### src/rtl/modport_fifo.sv
`default_nettype none
// ============================================================================
//  Module   : modport_fifo
//  Purpose  : Single-clock synchronous FIFO. It is the storage block behind
//             the write-driver, write-monitor, read-driver and read-monitor
//             views of the FIFO interface.
//  Ports    : clk       - sole clock, rising edge
//             rst       - synchronous active-high reset
//             w_en      - write request
//             wdata     - write data
//             w_full    - FIFO holds DEPTH entries
//             r_en      - read request
//             rdata     - registered read data
//             r_empty   - FIFO holds no entries
//             count     - occupancy, 0..DEPTH
//             overflow  - sticky, write attempted while full
//             underflow - sticky, read attempted while empty
//  Options  : MODPORT_FIFO_ERR_EN - when defined, builds the sticky
//             overflow/underflow flags. Otherwise both outputs are tied to 0.
//  Revision : 1.0 - initial release
// ============================================================================
module modport_fifo #(
    parameter  int DATA_WIDTH = 8,
    parameter  int DEPTH      = 16,
    localparam int ADDR_WIDTH = $clog2(DEPTH)
) (
    input  logic                  clk,
    input  logic                  rst,
    input  logic                  w_en,
    input  logic [DATA_WIDTH-1:0] wdata,
    output logic                  w_full,
    input  logic                  r_en,
    output logic [DATA_WIDTH-1:0] rdata,
    output logic                  r_empty,
    output logic [ADDR_WIDTH:0]   count,
    output logic                  overflow,
    output logic                  underflow
);

    localparam logic [ADDR_WIDTH:0] c_ptr_one = 1;

    // Storage is never reset. A reset only clears the pointers, which is
    // enough to discard everything that was held.
    logic [DATA_WIDTH-1:0] mem_q [DEPTH];

    // Pointers carry one extra wrap bit above the index. That bit tells a
    // full FIFO apart from an empty one when the index bits match.
    logic [ADDR_WIDTH:0]   wptr_q, wptr_d;
    logic [ADDR_WIDTH:0]   rptr_q, rptr_d;
    logic [DATA_WIDTH-1:0] rdata_q, rdata_d;

    logic w_wr_accept;
    logic w_rd_accept;

    // Every flag is derived from registered pointers only, so no input
    // reaches an output combinationally.
    assign r_empty = (wptr_q == rptr_q);
    assign w_full  = (wptr_q[ADDR_WIDTH-1:0] == rptr_q[ADDR_WIDTH-1:0]) &&
                     (wptr_q[ADDR_WIDTH] != rptr_q[ADDR_WIDTH]);
    assign count   = wptr_q - rptr_q;
    assign rdata   = rdata_q;

    // A request that is made against the wrong flag is simply ignored. That
    // covers a full FIFO that sees a write and a read together: only the
    // read goes through.
    assign w_wr_accept = w_en && !w_full;
    assign w_rd_accept = r_en && !r_empty;

    always_comb begin
        wptr_d  = wptr_q;
        rptr_d  = rptr_q;
        rdata_d = rdata_q;
        if (w_wr_accept) begin
            wptr_d = wptr_q + c_ptr_one;
        end
        if (w_rd_accept) begin
            rptr_d  = rptr_q + c_ptr_one;
            rdata_d = mem_q[rptr_q[ADDR_WIDTH-1:0]];
        end
    end

    always_ff @(posedge clk) begin
        if (rst) begin
            wptr_q  <= '0;
            rptr_q  <= '0;
            rdata_q <= '0;
        end else begin
            wptr_q  <= wptr_d;
            rptr_q  <= rptr_d;
            rdata_q <= rdata_d;
        end
    end

    always_ff @(posedge clk) begin
        if (!rst && w_wr_accept) begin
            mem_q[wptr_q[ADDR_WIDTH-1:0]] <= wdata;
        end
    end

`ifdef MODPORT_FIFO_ERR_EN
    logic overflow_q, overflow_d;
    logic underflow_q, underflow_d;

    // Both flags watch the raw request against the flag, not the accepted
    // transfer. They then hold until the next reset.
    always_comb begin
        overflow_d  = overflow_q  | (w_en && w_full);
        underflow_d = underflow_q | (r_en && r_empty);
    end

    always_ff @(posedge clk) begin
        if (rst) begin
            overflow_q  <= 1'b0;
            underflow_q <= 1'b0;
        end else begin
            overflow_q  <= overflow_d;
            underflow_q <= underflow_d;
        end
    end

    assign overflow  = overflow_q;
    assign underflow = underflow_q;
`else
    assign overflow  = 1'b0;
    assign underflow = 1'b0;
`endif

endmodule
`default_nettype wire

### config.mk
export PLATFORM = sky130hd
export DESIGN_NAME = modport_fifo
export DESIGN_NICKNAME = d
export VERILOG_FILES = /design/src/rtl/modport_fifo.sv
export SDC_FILE = /design/constraint.sdc
export NUM_CORES = 1
export LEC_CHECK = 0
export ABC_CLOCK_PERIOD_IN_PS = 3200
export CORE_UTILIZATION = 54
export DETAILED_ROUTE_END_ITERATION = 16
export PLACE_DENSITY = 0.75
export SLEW_MARGIN = 20
export SYNTH_ARGS = -nofsm -noshare
export SYNTH_HDL_FRONTEND = slang
export SYNTH_SLANG_ARGS = --single-unit
### constraint.sdc
create_clock -name clk -period 3.2 [get_ports clk]
set_clock_uncertainty 0.2 [all_clocks]
set_input_delay 0.32 -clock clk [delete_from_list [all_inputs] [get_ports clk]]
set_output_delay 0.32 -clock clk [all_outputs]
set_load 0.01 [all_outputs]
==> results of run 1 <==
-- Yosys cell counts (3+ instances only) --
cell | instances | area [um^2]
nor2_1 | 41 | 154
ha_1 | 9 | 113
o22ai_1 | 16 | 100
inv_1 | 10 | 37.5
buf_4 | 4 | 30.0
edfxtp_1 | 128 | 3840
nand2_1 | 5 | 18.8
mux4_2 | 8 | 180
o21ai_1 | 7 | 35.0
dfxtp_1 | 18 | 360
buf_6 | 3 | 33.8
mux2i_1 | 50 | 500
clkbuf_1 | 3 | 11.3
a221oi_1 | 8 | 70.1
a311oi_1 | 6 | 52.6
buf_2 | 7 | 35.0
xnor2_1 | 9 | 78.8
nor3_1 | 4 | 20.0
-- repair_timing --
| action | CTS | global route |
|---|---|---|
| buffers inserted | 0 | 0 |
| hold buffers | 0 | 0 |
| setup endpoints to repair | 1 | 0 |
| resized for setup | 2 | 0 |
| endpoints found under the hold margin | 0 | 0 |
-- through the flow --
stage / setup slack (ns) / power (mW) / cell area [um^2] / utilization, %
3_5_place_dp: 0.505 / 2.81 / 6470 / 59.7
4_1_cts: 0.268 / 4.75 / 7080 / 65.3
5_1_grt: 0.165 / 4.88 / 7080 / 65.3
3_3_place_gp: 0.580 / 2.79 / 6470 / 59.7
2_1_floorplan: 0.107 / 2.58 / 6020 / -
6_report: 0.278 / 4.73 / 7080 / 65.3
-- final cells by class --
cell class	count	area (um^2)
tap	140	175
multi-input combinational	198	1640
inverter	10	37.5
sequential	146	4210
timing repair buffer	47	417
clock inverter	14	178
fill	777	3760
clock buffer	18	428
-- final timing paths --
check | startpoint | end | slack [ns]
hold / removal | rdata[5] | rdata[5] | 0.31
setup reg to reg | wptr_q[2] | mem_q[3][4] | 0.62
setup / recovery | wptr_q[0] | count[4] | 0.28
hold reg to reg | rdata[5] | rdata[5] | 0.31
-- worst register-to-register path, delay by kind of cell (launching register included) --
family / cells / cell delay (ns)
buffers and inverters: 1 / 0.22
flip-flops: 1 / 0.53
AO/OA/AOI/OAI: 1 / 0.34
adder cells (fa/ha/maj): 1 / 0.36
AND/OR/NAND/NOR: 3 / 0.65
-- sequential cells by signal, indices dropped and copies added (netlist names) --
register  cells
wptr_q        5
mem_q       128
rdata         8
rptr_q        5
-- logic make-up after synthesis --
| kind of cell | after synthesis | synth area share, % |
|---|---|---|
| xor gates and xnor gates | 13 | 2.14 |
| DFF | 146 | 69.9 |
| AOI/OAI and AO/OA | 53 | 6.78 |
| other | 1 | 0.0623 |
| buffers and inverters | 31 | 3.04 |
| muxes | 58 | 11.3 |
| adders and majority gates | 10 | 2.20 |
| and+or+nand+nor | 62 | 4.62 |
-- layer usage --
metal	track usage, %	vias to the layer above
met5	0	-
met4	8.32	0
met3	5.39	13
met2	36.4	137
met1	31.0	1684
li1	-	1540
-- power breakdown --
| group | leakage (nW) | switching [mW] | internal, mW |
|---|---|---|---|
| clock network | 0.296 | 0.743 | 1.22 |
| registers | 1.30 | 0.0304 | 2.12 |
| logic | 0.665 | 0.350 | 0.275 |
==> metrics, run 1 <==
Buf/Inv on CP 3; Clk Latency, worst-skew pair roughly 0.52 ns; Starting Density 55.5%; Core Box Area 10800 um^2; largest net degree at the start of global routing 32; routed len/inst 21.2 um; Met3 Wirelength between 800 and 900 um; GP Congestion about 0.82; CTS tree yes; Peak VDD IR between 0.3 and 0.4 mV; Post-synth EDFFs about 130; slowest CP cell fa_1; Pleak approximately 2.3 nW; cell count after synthesis about 370; CTS clk-pin slew, worst paths ~0.060 ns; Mean Syn Cell Area around 16 um^2; initial antenna violation count 0; most common cell after layout, fill and taps aside edfxtp_1; critical path data arrival time approximately 2.4 ns; synthesized flop and latch total 146; Met1 Wirelength around 5.1 mm; Fmax approximately 340 MHz; maximum root-to-sink buffer count 2; CP required around 2.7 ns; CTS buffer count 17; worst hold slack 0.314 ns; row count 38; Clock H-tree levels 4; Final Non-Filler Cells about 570; share of async-settable or async-resettable flops after synthesis 0%; Antenna Nets Post-Route 0; Clock Sinks approximately 150; Synth-to-Final Area Change 17.6%; layout cells sized above 1 between 10% and 20%; PortBufs 26; nets between 400 and 500; Detailed Route Iter0 Violations 270; RSZ-0062 raised after global routing false; Pre-antenna DRT Iters 5; die footprint approximately 12000 um^2; maxcap violations 0; hold path depth 2; Synth Flop Type edfxtp_1; Final Cycle Share between 90% and 100%; outcome complete, no violations; hold violation count in the final report 0; die width approximately 110 um; total global routing overflow 0; Inst Count DP 541; DIE HEIGHT ~110 um; most frequent cells in the layout 128 x edfxtp_1, 50 x mux2i_1, 41 x nor2_1; mapped cell area ~6000 um^2; slowest cell delay on critical path 0.41 ns; Top delay family on crit path adder cells; Slew headroom 56.3%; clock root cell clkbuf_8; vias in the first global route between 3000 and 4000; CP Capture Type primary output; Synth Warn # 0; GRT Overall Usage 22.9%; met2 wire length 6.09 mm; Worst Hold Class reg2reg; # setup viols final 0; dpl hpwl about 8 mm; io pins 29; Setup Crit Path Kind reg2out; WL final 12.2 mm; minimum clock period approximately 2.9 ns; Cell variety after synth 46; setup TNS 0 ns; Max Slew Vio Count 0; Ant. Diodes 0; critical path, cell by cell inv_2, ha_1, inv_1, fa_1, a21o_1, a21oi_1, xnor2_1, dlygate4sd2_1; power per cell area between 600 and 700 nW/um^2; Seq/Total Area, Yosys ~70%; top sig layer met4; via count roughly 3400; first-pass GRT wire length about 19 mm; WP depth 8; Via density between 5 and 6; CP Launch Type flip-flop; DRC 0; R2R depth 6; worst slew pin tran roughly 0.65 ns; critical path peak fanout 4
Note: power is estimated with default switching activity, not from simulation.
==> inputs of run 2 (changes only) <==
--- a/config.mk
+++ b/config.mk
@@ -6,9 +6,10 @@
 export NUM_CORES = 1
 export LEC_CHECK = 0
 export ABC_CLOCK_PERIOD_IN_PS = 3200
-export CORE_UTILIZATION = 54
+export CAP_MARGIN = 10
+export CORE_UTILIZATION = 47
 export DETAILED_ROUTE_END_ITERATION = 16
-export PLACE_DENSITY = 0.75
+export PLACE_DENSITY = 0.67
 export SLEW_MARGIN = 20
 export SYNTH_ARGS = -nofsm -noshare
 export SYNTH_HDL_FRONTEND = slang
==> constraint.sdc (replaced) <==
create_clock -name clk -period 3.2 [get_ports clk]
set_clock_uncertainty 0.2 [all_clocks]
set_input_delay 0.64 -clock clk [delete_from_list [all_inputs] [get_ports clk]]
set_output_delay 0.64 -clock clk [all_outputs]
set_load 0.01 [all_outputs]
==> metrics, run 2 (same netlist as run 1, synthesis figures left out) <==
largest net degree at the start of global routing 32; CP Capture Type primary output; GP Congestion roughly 0.77; most frequent cells in the layout 128 x edfxtp_1, 50 x mux2i_1, 41 x nor2_1; power per cell area approximately 640 nW/um^2; hold violation count in the final report 0; PortBufs 26; Clk Latency, worst-skew pair 0.41 ns; Setup Crit Path Kind reg2out; maxcap violations 0; CP Launch Type flip-flop; CTS clk-pin slew, worst paths 0.06 ns; RSZ-0062 raised after global routing false; R2R depth 6; die width ~120 um; routed len/inst between 20 and 25 um; DRC 0; critical path, cell by cell ha_1, nand4_1, nor2_1, clkdlybuf4s50_1; CTS tree yes; vias in the first global route between 3000 and 4000; Final Cycle Share a little over nine tenths; dpl hpwl 7.77 mm; setup TNS 0 ns; Ant. Diodes 0; clock root cell clkbuf_16; Detailed Route Iter0 Violations 173; Slew headroom 51.7%; via count between 3000 and 4000; Peak VDD IR 0.451 mV; worst slew pin tran approximately 0.72 ns; DIE HEIGHT 115 um; GRT Overall Usage ~20%; row count 40; Clock H-tree levels 4; maximum root-to-sink buffer count 2; WL final roughly 12 mm; Core Box Area 12300 um^2; critical path data arrival time ~2.2 ns; Fmax around 330 MHz; hold path start rdata[3]; Fillers about 970; Worst Hold Class reg2reg; CTS buffer count 17; Synth-to-Final Area Change 16.8%; postcts setup bufs 0; Via density between 5 and 6; outcome complete, no violations; Pleak approximately 2.2 nW; Clock Sinks 146; initial antenna violation count 0; most common cell after layout, fill and taps aside edfxtp_1; # setup viols final 0; max reg flops 128; first-pass GRT wire length 18.3 mm; slowest cell delay on critical path between 0.5 and 0.6 ns; hold path depth 2; Max Slew Vio Count 0; Reg area ~4200 um^2; minimum clock period roughly 3.0 ns; launch point of the worst reg-to-reg path wptr_q[2]; CP required around 2.4 ns; io pins 29; worst hold slack 0.334 ns; Pre-antenna DRT Iters 5; critical path peak fanout 10; slowest CP cell clkdlybuf4s50_1; Starting Density around half; total global routing overflow 0; Endpoint, Worst Hold rdata[3]; layout cells sized above 1 approximately 16%; r2r endpoint mem_q[1][2]; Antenna Nets Post-Route 0; nets between 400 and 500; Multi-input gate area between 1500 and 2000 um^2; die footprint roughly 13000 um^2; reg2reg setup slack 0.55 ns
[run 2: layout make-up]
type	count	area share, %
Clock inverter	12	1.33
Multi-Input combinational cell	198	23.3
Clock buffer	19	6.16
Inverter	10	0.534
Sequential cell	146	59.8
Timing Repair Buffer	47	5.87
Tap cell	168	2.99
[run 2: through the flow]
stage	cells	total power [mW]	worst slack, ns	utilization, %	cell area, um^2
floorplan	375	2.58	0.107	-	6020
global placement	569	2.80	0.257	53.1	6510
detailed placement	569	2.82	0.196	53.1	6510
CTS	600	4.55	0.0730	57.3	7030
global route	600	4.68	0.0263	57.3	7030
finish	600	4.53	0.165	57.3	7030
[run 2: worst max-delay path by stage]
stage	from	end	slack, ns	depth (start not counted)
finish	wptr_q[2]	r_empty	0.17	4
global route	wptr_q[2]	w_full	0.03	4
CTS	wptr_q[0]	count[4]	0.07	8
detailed placement	wptr_q[0]	count[4]	0.20	8
global placement	wptr_q[0]	count[4]	0.26	8
floorplan	rptr_q[1]	mem_q[3][0]	0.11	9
[run 2: report_power, final]
part           total, mW  internal, mW  leakage [nW]  switching [mW]
clock               1.75          1.05         0.255           0.702
sequential          2.15          2.12          1.30          0.0303
combinational      0.629         0.275         0.662           0.355
[run 2: critical path: cells and delay by family, from the launching register on]
family,cells,cell delay (ns)
DFF,1,0.40
buffers and inverters,1,0.55
and+or+nand+nor,2,0.42
adders and majority gates,1,0.43
[run 2: metal layers]
layer	wire [um]	track usage, %
met3	730	5.48
met1	5300	25.5
met4	148	6.15
met5	0	0
met2	5980	33.2
[run 2: timing repair]
| action | CTS | global route |
|---|---|---|
| resized for setup | 2 | 3 |
| setup endpoints to repair | 1 | 2 |
| hold buffers | 0 | 0 |
==> inputs of run 3 (changes only) <==
--- a/config.mk
+++ b/config.mk
@@ -7,9 +7,9 @@
 export LEC_CHECK = 0
 export ABC_CLOCK_PERIOD_IN_PS = 3200
 export CAP_MARGIN = 10
-export CORE_UTILIZATION = 47
+export CORE_UTILIZATION = 50
 export DETAILED_ROUTE_END_ITERATION = 16
-export PLACE_DENSITY = 0.67
+export PLACE_DENSITY = 0.71
 export SLEW_MARGIN = 20
 export SYNTH_ARGS = -nofsm -noshare
 export SYNTH_HDL_FRONTEND = slang
==> metrics, run 3 (same netlist as run 1, synthesis figures left out) <==
outcome finished with violations; failing checks design-rule violations; row count 39; Ant. Diodes 0; postcts setup bufs 0; Setup Crit Path Kind reg2out; Final Cycle Share between 90 and 100%; Clock H-tree levels 4; worst hold slack ~0.32 ns; CTS tree yes; clock root cell clkbuf_16; Clock Sinks about 150; Peak VDD IR between 0.3 and 0.4 mV; most common cell after layout, fill and taps aside edfxtp_1; routed len/inst 20.6 um; Via density 5.66; DIE HEIGHT ~110 um; GP Congestion about 0.83; CP Capture Type primary output; Fmax 326 MHz; Synth-to-Final Area Change 18.0%; worst slew pin tran roughly 0.67 ns; critical path data arrival time 2.23 ns; WL final 11.8 mm; Slew headroom approximately 55%; Detailed Route Iter0 Violations about 230; critical path peak fanout 4; power per cell area about 680 nW/um^2; io pins 29; die footprint approximately 12000 um^2; vias in the first global route 3401; total global routing overflow 0; PortBufs 26; initial antenna violation count 0; CP required 2.36 ns; Max Slew Vio Count 0; RSZ-0062 raised after global routing false; Pre-antenna DRT Iters 13; layout cells sized above 1 ~15%; Core Box Area between 10000 and 15000 um^2; worst setup margin ~0.13 ns; minimum clock period 3.07 ns; Starting Density between 50% and 60%; Clk Latency, worst-skew pair between 0.4 and 0.5 ns; # setup viols final 0; Fillers around 840; CP Launch Type flip-flop; GRT Overall Usage between 20 and 25%; largest net degree at the start of global routing 32; first-pass GRT wire length between 15 and 20 mm; Pleak around 2.3 nW; cts hold-fix bufs 0; most frequent cells in the layout 128 x edfxtp_1, 50 x mux2i_1, 41 x nor2_1; dpl hpwl 7.52 mm; nets around 440; die width roughly 110 um; CTS buffer count 17; DRC 1; Final Util about three fifths; via count approximately 3300; Worst Hold Class reg2reg; hold violation count in the final report 0; Antenna Nets Post-Route 0; maximum root-to-sink buffer count 2; dpl ws 0.206 ns; CTS clk-pin slew, worst paths ~0.05 ns; maxcap violations 0; setup TNS 0 ns; reg2reg setup slack approximately 0.58 ns; max reg flops about 130
==> run 3: changes by cell type in the layout (fill, tap and decap cells not counted) <==
cell / previous run / this run
clkbuf_2: 1 / 0
a21oi_1: 2 / 1
a21oi_2: 0 / 1
clkinv_2: 4 / 0
clkinv_4: 2 / 1
bufinv_16: 1 / 5
clkinv_1: 3 / 4
dlygate4sd2_1: 0 / 1
==> run 3: path summary, 6_finish.rpt <==
check | from | to | cells after the start
setup / recovery | wptr_q[0] | count[4] | 8
hold / removal | rdata[3] | rdata[3] | 2
setup reg to reg | wptr_q[3] | mem_q[2][7] | 6
hold reg to reg | rdata[3] | rdata[3] | 2
==> run 3: critical path: stages (launching register included) <==
cell	delay, ns
dfxtp_1	0.34
inv_2	0.11
ha_1	0.15
inv_1	0.06
fa_1	0.41
a21o_1	0.22
a21oi_2	0.15
xnor2_1	0.12
dlygate4sd2_1	0.28
==> run 3: cell type report <==
class,instances,area [um^2],share of cell area [%]
clock buffers,19,433,6.10
inverters,10,37.5,0.529
repair buffers,47,417,5.87
flip-flops and latches,146,4210,59.2
multi-input cells,198,1640,23.1
clock inverters,12,189,2.66
well taps,143,179,2.52
==> run 3: per-layer routing <==
layer	part of all wire, %	GRT usage, %
met3	5.8	5.01
met4	0.89	8.29
met2	51	33.8
met1	43	26.7
met5	0	0
==> run 3: metrics by stage <==
step	instances	area, um^2	power [mW]
2_1_floorplan	375	6020	2.58
3_3_place_gp	544	6470	2.79
3_5_place_dp	544	6470	2.81
4_1_cts	575	7100	4.87
5_1_grt	575	7100	5.01
6_report	575	7100	4.85
==> run 3: repair_timing <==
action / CTS / global route
gates resized for setup: 2 / 2
cloned: 0 / 0
hold endpoints to repair: 0 / 0
endpoints found under the setup margin: 1 / 2
==> run 3: power breakdown <==
| part | total (mW) | switching, mW | internal [mW] |
|---|---|---|---|
| Combinational | 0.623 | 0.347 | 0.276 |
| Clock | 2.08 | 0.708 | 1.37 |
| Sequential | 2.15 | 0.0296 | 2.12 |
